[config.mk]
export PLATFORM = sky130hd
export DESIGN_NAME = sample_buffer
export DESIGN_NICKNAME = d
export VERILOG_FILES = /design/src/rtl/sample_buffer.sv
export SDC_FILE = /design/constraint.sdc
export NUM_CORES = 2
export LEC_CHECK = 0
export ABC_AREA = 1
export ABC_CLOCK_PERIOD_IN_PS = 4100
export CORE_ASPECT_RATIO = 1.2
export CORE_MARGIN = 3
export CORE_UTILIZATION = 30
export CTS_BUF_LIST = sky130_fd_sc_hd__clkbuf_8
export DETAILED_ROUTE_END_ITERATION = 6
export PLACE_DENSITY_LB_ADDON = 0.05
export SKIP_LAST_GASP = 1
export SLEW_MARGIN = 40
export SYNTH_ARGS = -nofsm -noshare
export SYNTH_HDL_FRONTEND = slang
export SYNTH_SLANG_ARGS = --single-unit
[constraint.sdc]
create_clock -name clock_i -period 4.1 [get_ports clock_i]
set_input_delay 0.615 -clock clock_i [delete_from_list [all_inputs] [get_ports clock_i]]
set_output_delay 0.615 -clock clock_i [all_outputs]
set_load 0.02 [all_outputs]
[src/rtl/sample_buffer.sv]
// sample_buffer: 32-bit sample FIFO with capture FSM, pop-edge detection and drop accounting.
// Optional macro SAMPLER_PHASE_TAG_EN stores phase-change markers inline with the samples.
//
// state   | meaning
// IDLE    | capture disabled, samples ignored, pops still drain the FIFO
// CAPTURE | capture enabled, valid samples are written
// FULL    | count == DEPTH, incoming samples/markers are dropped and counted
module sample_buffer #(
  parameter int DEPTH  = 64,
  parameter int ADDR_W = 6
) (
  input  logic        clock_i,
  input  logic        reset_i,
  input  logic [31:0] comm_i,
  input  logic [31:0] phase_i,
  input  logic        sample_valid_i,
  input  logic [31:0] sample_i,
  output logic [31:0] status_o,
  output logic [31:0] data_o,
  output logic        full_o
);

  typedef enum logic [1:0] {IDLE = 2'd0, CAPTURE = 2'd1, FULL = 2'd2} state_t;

  localparam logic [ADDR_W:0] CNT_FULL = (ADDR_W+1)'(DEPTH);

  logic [31:0]     mem [DEPTH];

  state_t          state_q, state_d;
  logic [ADDR_W-1:0] wr_ptr_q, wr_ptr_d, rd_ptr_q, rd_ptr_d;
  logic [ADDR_W:0] count_q, count_d;
  logic [7:0]      drop_q, drop_d;
  logic            ovf_q, ovf_d;
  logic            pop_prev_q;
  logic [31:0]     status_q, status_d;
  logic [31:0]     data_q, data_d;
  logic            full_q, full_d;

  logic            clear, cap_en, pop_edge, marker;
  logic            fifo_empty, fifo_full, wr_en, pop_en;
  logic [1:0]      drop_n;
  logic [8:0]      drop_sum;
  logic [31:0]     wr_data;
  logic            unused_bits;

  assign unused_bits = ^{comm_i[31:24], comm_i[20:0], phase_i};

  always_comb begin
    clear      = comm_i[23];
    cap_en     = comm_i[21];
    pop_edge   = comm_i[22] & ~pop_prev_q;
    fifo_empty = (count_q == '0);
    fifo_full  = (count_q == CNT_FULL);
`ifdef SAMPLER_PHASE_TAG_EN
    marker  = phase_i[31];
    wr_data = marker ? {1'b1, phase_i[30:0]} : {1'b0, sample_i[30:0]};
`else
    marker  = 1'b0;
    wr_data = sample_i;
`endif

    wr_en  = !clear && (state_q == CAPTURE) && (sample_valid_i || marker) && !fifo_full;
    pop_en = !clear && pop_edge && !fifo_empty;

    // A marker displaces a same-cycle sample; in FULL everything arriving is lost.
    drop_n = 2'd0;
    if (state_q == FULL)
      drop_n = {1'b0, sample_valid_i} + {1'b0, marker};
    else if (state_q == CAPTURE && marker && sample_valid_i)
      drop_n = 2'd1;

    drop_sum = {1'b0, drop_q} + {7'b0, drop_n};

    wr_ptr_d = wr_ptr_q;
    rd_ptr_d = rd_ptr_q;
    count_d  = count_q;
    drop_d   = drop_q;
    ovf_d    = ovf_q;
    state_d  = state_q;

    if (clear) begin
      wr_ptr_d = '0;
      rd_ptr_d = '0;
      count_d  = '0;
      drop_d   = '0;
      ovf_d    = 1'b0;
      state_d  = cap_en ? CAPTURE : IDLE;
    end else begin
      if (wr_en) wr_ptr_d = wr_ptr_q + 1'b1;
      if (pop_en) rd_ptr_d = rd_ptr_q + 1'b1;
      if (wr_en && !pop_en)      count_d = count_q + 1'b1;
      else if (pop_en && !wr_en) count_d = count_q - 1'b1;
      drop_d = drop_sum[8] ? 8'hFF : drop_sum[7:0];
      ovf_d  = ovf_q | (drop_n != 2'd0);

      // CAPTURE is only ever entered with room left, so writes never overrun.
      unique case (state_q)
        IDLE:    if (cap_en) state_d = (count_d == CNT_FULL) ? FULL : CAPTURE;
        CAPTURE: if (count_d == CNT_FULL) state_d = FULL;
                 else if (!cap_en)        state_d = IDLE;
        FULL:    if (pop_en) state_d = cap_en ? CAPTURE : IDLE;
        default: state_d = IDLE;
      endcase
    end

    data_d   = fifo_empty ? 32'h0 : mem[rd_ptr_q];
    status_d = {state_q, ovf_q, 5'b0, drop_q, {(15-ADDR_W){1'b0}}, count_q};
    full_d   = (count_d == CNT_FULL);
  end

  always_ff @(posedge clock_i) begin
    if (wr_en) mem[wr_ptr_q] <= wr_data;
  end

  always_ff @(posedge clock_i) begin
    if (!reset_i) begin
      state_q    <= IDLE;
      wr_ptr_q   <= '0;
      rd_ptr_q   <= '0;
      count_q    <= '0;
      drop_q     <= '0;
      ovf_q      <= 1'b0;
      pop_prev_q <= 1'b0;
      status_q   <= '0;
      data_q     <= '0;
      full_q     <= 1'b0;
    end else begin
      state_q    <= state_d;
      wr_ptr_q   <= wr_ptr_d;
      rd_ptr_q   <= rd_ptr_d;
      count_q    <= count_d;
      drop_q     <= drop_d;
      ovf_q      <= ovf_d;
      pop_prev_q <= comm_i[22];
      status_q   <= status_d;
      data_q     <= data_d;
      full_q     <= full_d;
    end
  end

  assign status_o = status_q;
  assign data_o   = data_q;
  assign full_o   = full_q;

endmodule

; Yosys cells after proc, flatten, opt, wreduce, memory -nomap -nowiden
; Memories as Yosys holds them, arrays and structs flattened. A register that Yosys moved wholly into a read port is not among the register bits.
; Cells that the tools add are included.
[word_totals]
reg_bits = 64
mem_bits_rw = 2048
elab_cells = 62
n_memories = 1
input_bits = 99
output_inout_bits = 65
[memory_table]
columns = name, words, width, read_ports, rd_clocked_by_memory_dff, write_ports, line
row1 = mem, 64, 32, 1, 1, 1, 27  ; logic [31:0] mem [DEPTH];
[op_classes]
n_reduce_logical = 18
bitwise_logic = 4
addsub = 5
muxes = 16
n_eq_ne = 8
[op_table]
columns = operator, count
row1 = 2-to-1 mux 7 bit, 4
row2 = "equality test 7 bit, second input constant", 3
row3 = "adder 6 x 1 -> 6 bit, second input constant", 2
row4 = 2-to-1 mux 2 bit, 6
row5 = adder 8 x 1 -> 9 bit, 1
row6 = 2-to-1 mux 8 bit, 1
row7 = "adder 7 x 1 -> 7 bit, second input constant", 1
row8 = logical AND 1 bit, 7
row9 = zero test 7 bit, 1
row10 = "subtractor 7 x 1 -> 7 bit, second input constant", 1
row11 = "inequality test 3 bit, second input constant", 2
row12 = case mux 2 bit (3 select lines), 1
row13 = zero test 1 bit, 5
row14 = 2-to-1 mux 1 bit, 4
row15 = "inequality test 4 x 3 -> 1 bit, second input constant", 1
row16 = OR reduction 2 bit, 2
row17 = AND reduction 3 bit, 1
row18 = "equality test 2 x 1 -> 1 bit, second input constant", 1
row19 = "equality test 2 bit, second input constant", 1
row20 = zero test 2 bit, 1
row21 = inverter 1 bit, 2
row22 = nonzero test 2 bit, 1
row23 = AND 1 bit, 1
row24 = OR 1 bit, 1

; Longest topological paths before layout
[depth]
word_depth = 14
mapped_depth = 18
ltp_nobuf = 18

; Worst setup path after synthesis
; OpenSTA, ideal clock, no wires.
[synth_path]
path_type = register to register
from = reg count_q[0]
to = mem mem[63][0] (enable)
required_time_ps = 3636
slack_ps = -96
path_stages_with_launch = 12
setup_ps = 464
arrival_time_ps = 3732
n_path_buf = 0
path_cell_list = dfxtp_1 -> inv_1 -> ha_1 -> nand2_4 -> clkinv_2 -> nand2_4 -> nand2_8 -> nor2_2 -> inv_1 -> nor2_1 -> inv_2 -> nor3_1
[synth_between]
elab_chain_len = 5
[synth_lines]
columns = item, line
row1 = "start, declared", 31  ; logic [ADDR_W:0] count_q, count_d;
row2 = "start signal, assigned", 131  ; count_q <= count_d;
row3 = equality test 7 bit, 53  ; fifo_full = (count_q == CNT_FULL);
row4 = zero test 1 bit, 62  ; wr_en = !clear && (state_q == CAPTURE) && (sample_valid_i || marker) && !fifo_full;
row5 = logical AND 1 bit, 62
row6 = 2-to-1 mux 1 bit, 112  ; if (wr_en) mem[wr_ptr_q] <= wr_data;
row7 = 2-to-1 mux 1 bit (implied by the code), 112
row8 = "end, declared", 27
; Every way passes these cells.

==> summary.md <==
- Most used DFF post-synth: edfxtp_1
- clock sink total: 2130
- Die Outline Area: 0.281 mm^2
- cell types with the highest counts after synthesis: 2048 x edfxtp_1, 1122 x nor2_1, 1034 x o21ai_0
- Comb power frac: 2.3%
- average detailed-routed wire length per instance: 26.9 um
- Sum Neg Setup Slack: 0 ns
- net switching power figure: 9.67 mW
- number of distinct library cells after synthesis: 44
- Clk pin slew, worst setup/hold paths: 0.06 ns
- pin count of the biggest net entering global routing: 100
- post-synthesis average cell area: 13.5 um^2
- Pre-Repair DR Iteration Count: 5
- clock skew: 0.103 ns
- crit path capture type: flip-flop
- Inserted Clock Buffers: 377
- Post-DRT Antenna Nets: 0
- via count normalized by instance count: 5.05
- run status: finished clean
- overall via count from detail_route: 52100
- largest cells by area after synthesis: edfxtp_1 75%, o21ai_0 6.3%, nor2_1 5.1%, o22ai_1 2.4%, o221ai_1 2.1%
- Yosys Warn Count: 0
- maximum buffer depth of the clock tree: 4
- input/output buffers: 88
- share of final-layout standard cells stronger than drive strength 1: 13.4%
- number of remaining DRC errors: 0
- Area Overhead vs Synth: 17.3%
- Clock power frac: 42.3%
- data required time at the worst endpoint: 4.87 ns
- CTS H-tree depth: 5
- number of global-route vias before repair: 52500
- largest area contributor in the netlist: edfxtp_1
- cell area after placement: 0.0898 mm^2
- arrival time reported for the critical path endpoint: 4.07 ns
- max-slew violations: 0
- total non-filler cell area in the finished layout: 0.0967 mm^2
- total number of placement rows: 210
- sequential area share after synthesis: 76.6%
- Top-Level Pins: 164
- final hold violation count: 0
- crit path time final: 3.29 ns
- core footprint: 0.273 mm^2
- vertical extent of the die: 580 um
- headroom to the max-slew limit: 45.1%
- Post-synth EDFFs: 2048
- number of antenna violations at the first check in global routing: 15
- slew at the pin with the worst max-slew slack: 0.824 ns
- Post-CTS Setup Bufs: 0
- FF+latch count, synth: 2130
- 1st-iter DRT viols: 3482
- largest fanout on the critical path: 37
- path class of the lowest-slack min-delay path: primary input to flip-flop
- gp weighted congestion: 0.747
- areal power density over the cells: 446 mW/mm^2
- root buffer selected by CTS: clkbuf_8
- Yosys top cell area share: 74.6%
- total global-route track usage: 19.3%
- Final #Nets: 6534
- wire length of the first global-routing pass: 395000 um
- FFs w/ async S/R, synth: 0%
- Syn Std Cell Area: 0.0824 mm^2
- initial cell density of the core: 30.2%
- horizontal extent of the die: 485 um
- share of total power consumed by net switching: 22.4%
- internal power component: 33.5 mW
- TritonCTS clock tree: yes
- fraction of the cycle the final worst path needs: 80.3%
- post-synthesis instance total: 6093
- insertion delay of the later-clocked pin in the worst-skew pair: 1.00 ns
- worst-case vdd ir drop: 0.000294 V
- startpoint type of the worst setup path: flip-flop
- most instantiated library cell after synthesis: edfxtp_1
- final wirelength: 277000 um
- Worst R2R Setup Slack: 0.81 ns
- number of maximum-capacitance violations: 0
- unrepaired setup endpoints after global routing: no
- Post-DP HPWL: 160000 um
- Setup-failing EPs final: 0
- leakage power: 31.4 nW
- category of the most critical setup path: flip-flop to flip-flop
- relative contribution of sequential cells to total power: 55.4%
- maximum frequency from static timing analysis: 0.304 GHz
- global route total overflow: 0
## logic make-up after synthesis
logic type / count (synthesis) / share of synthesized area, %
other: 1 / 0.00455
adders and majority gates: 7 / 0.106
xor gates and xnor gates: 10 / 0.106
AOI/OAI and AO/OA: 1757 / 12.3
DFF: 2130 / 76.6
buffers and inverters: 513 / 2.60
and+or+nand+nor: 1675 / 8.31
## placed cells by master (no fill, tap or decap), drive strengths merged, types with 82 or more instances in the layout
cell | netlist | routed
clkinv | 3 | 88
nand2 | 241 | 241
o21ai | 1038 | 1038
edfxtp | 2048 | 2048
o221ai | 200 | 200
inv | 55 | 213
o22ai | 312 | 312
dfxtp | 82 | 82
clkbuf | 312 | 405
nand3 | 256 | 256
buf | 143 | 339
a21oi | 141 | 141
nor2 | 1133 | 1133
## path summary, 6_finish.rpt
| kind | from | end | cells after the start |
|---|---|---|---|
| worst max-delay path | rd_ptr_q[0] | data_o[18] | 10 |
| worst min-delay path | sample_i[22] | mem[22][22] | 1 |
| worst max register to register | rd_ptr_q[0] | data_o[18] | 10 |
| worst min register to register | drop_q[4] | status_o[20] | 2 |
## what timing repair did
action,4_1_cts,5_1_grt
hold endpoints to repair,23,0
gates resized for setup,0,0
hold buffers,3,0
## routing by layer
layer / vias to the layer above / share of wire, % / track usage [%]
met5: - / 0 / 0
met2: 1092 / 49 / 32.8
li1: 23700 / - / -
met1: 26900 / 45 / 26.2
met3: 352 / 3.9 / 2.56
met4: 0 / 1.9 / 4.46
## final cells by class
type,instances,area (um^2)
antenna,5,12.5
timing repair buffer,398,4220
multi-input combinational,3463,17700
clock buffer,405,5570
tap,3604,4510
inverter,58,262
clock inverter,255,1220
sequential,2130,63200
fill,26600,176000
## sequential cells by signal, indices dropped and copies added, names as in the netlist
| signal | count |
|---|---|
| count_q | 7 |
| data_o | 32 |
| drop_q | 8 |
| full_o | 1 |
| mem | 2048 |
| ovf_q | 1 |
| pop_prev_q | 1 |
| rd_ptr_q | 6 |
| state_q | 2 |
| status_o | 18 |
| wr_ptr_q | 6 |
## through the flow
step / setup slack, ns / hold slack (ns) / utilization (%) / total power [mW] / cells
final: 0.807 / 0.126 / 35.4 / 43.1 / 10300
after global routing: 0.555 / 0.0607 / 35.4 / 45.0 / 10300
after CTS: 0.746 / 0.00217 / 35.4 / 43.9 / 10300
after detailed placement: 0.530 / 0.423 / 32.9 / 25.4 / 9650
after global placement: 0.503 / 0.424 / 32.9 / 25.4 / 9649
after floorplan: 0.826 / 0.407 / - / 24.7 / 6106
## worst max-delay path, stage by stage, from the launching register on
cell	delay [ns]
dfxtp_4	0.53
inv_8	0.34
buf_12	0.30
buf_12	0.27
buf_4	0.37
o21ai_0	0.12
o22ai_1	0.18
a21oi_1	0.14
nand3_1	0.15
nand3_1	0.09
a21oi_1	0.45
## power by group through the flow
stage	Combinational, mW	Sequential (mW)	Clock, mW
2_1_floorplan	0.332	24.4	0
3_3_place_gp	1.01	24.4	0
3_5_place_dp	1.02	24.3	0
4_1_cts	1.03	23.9	19.0
5_1_grt	1.10	23.9	20.0
6_report	0.998	23.9	18.2
(Power assumes the default switching activity.)
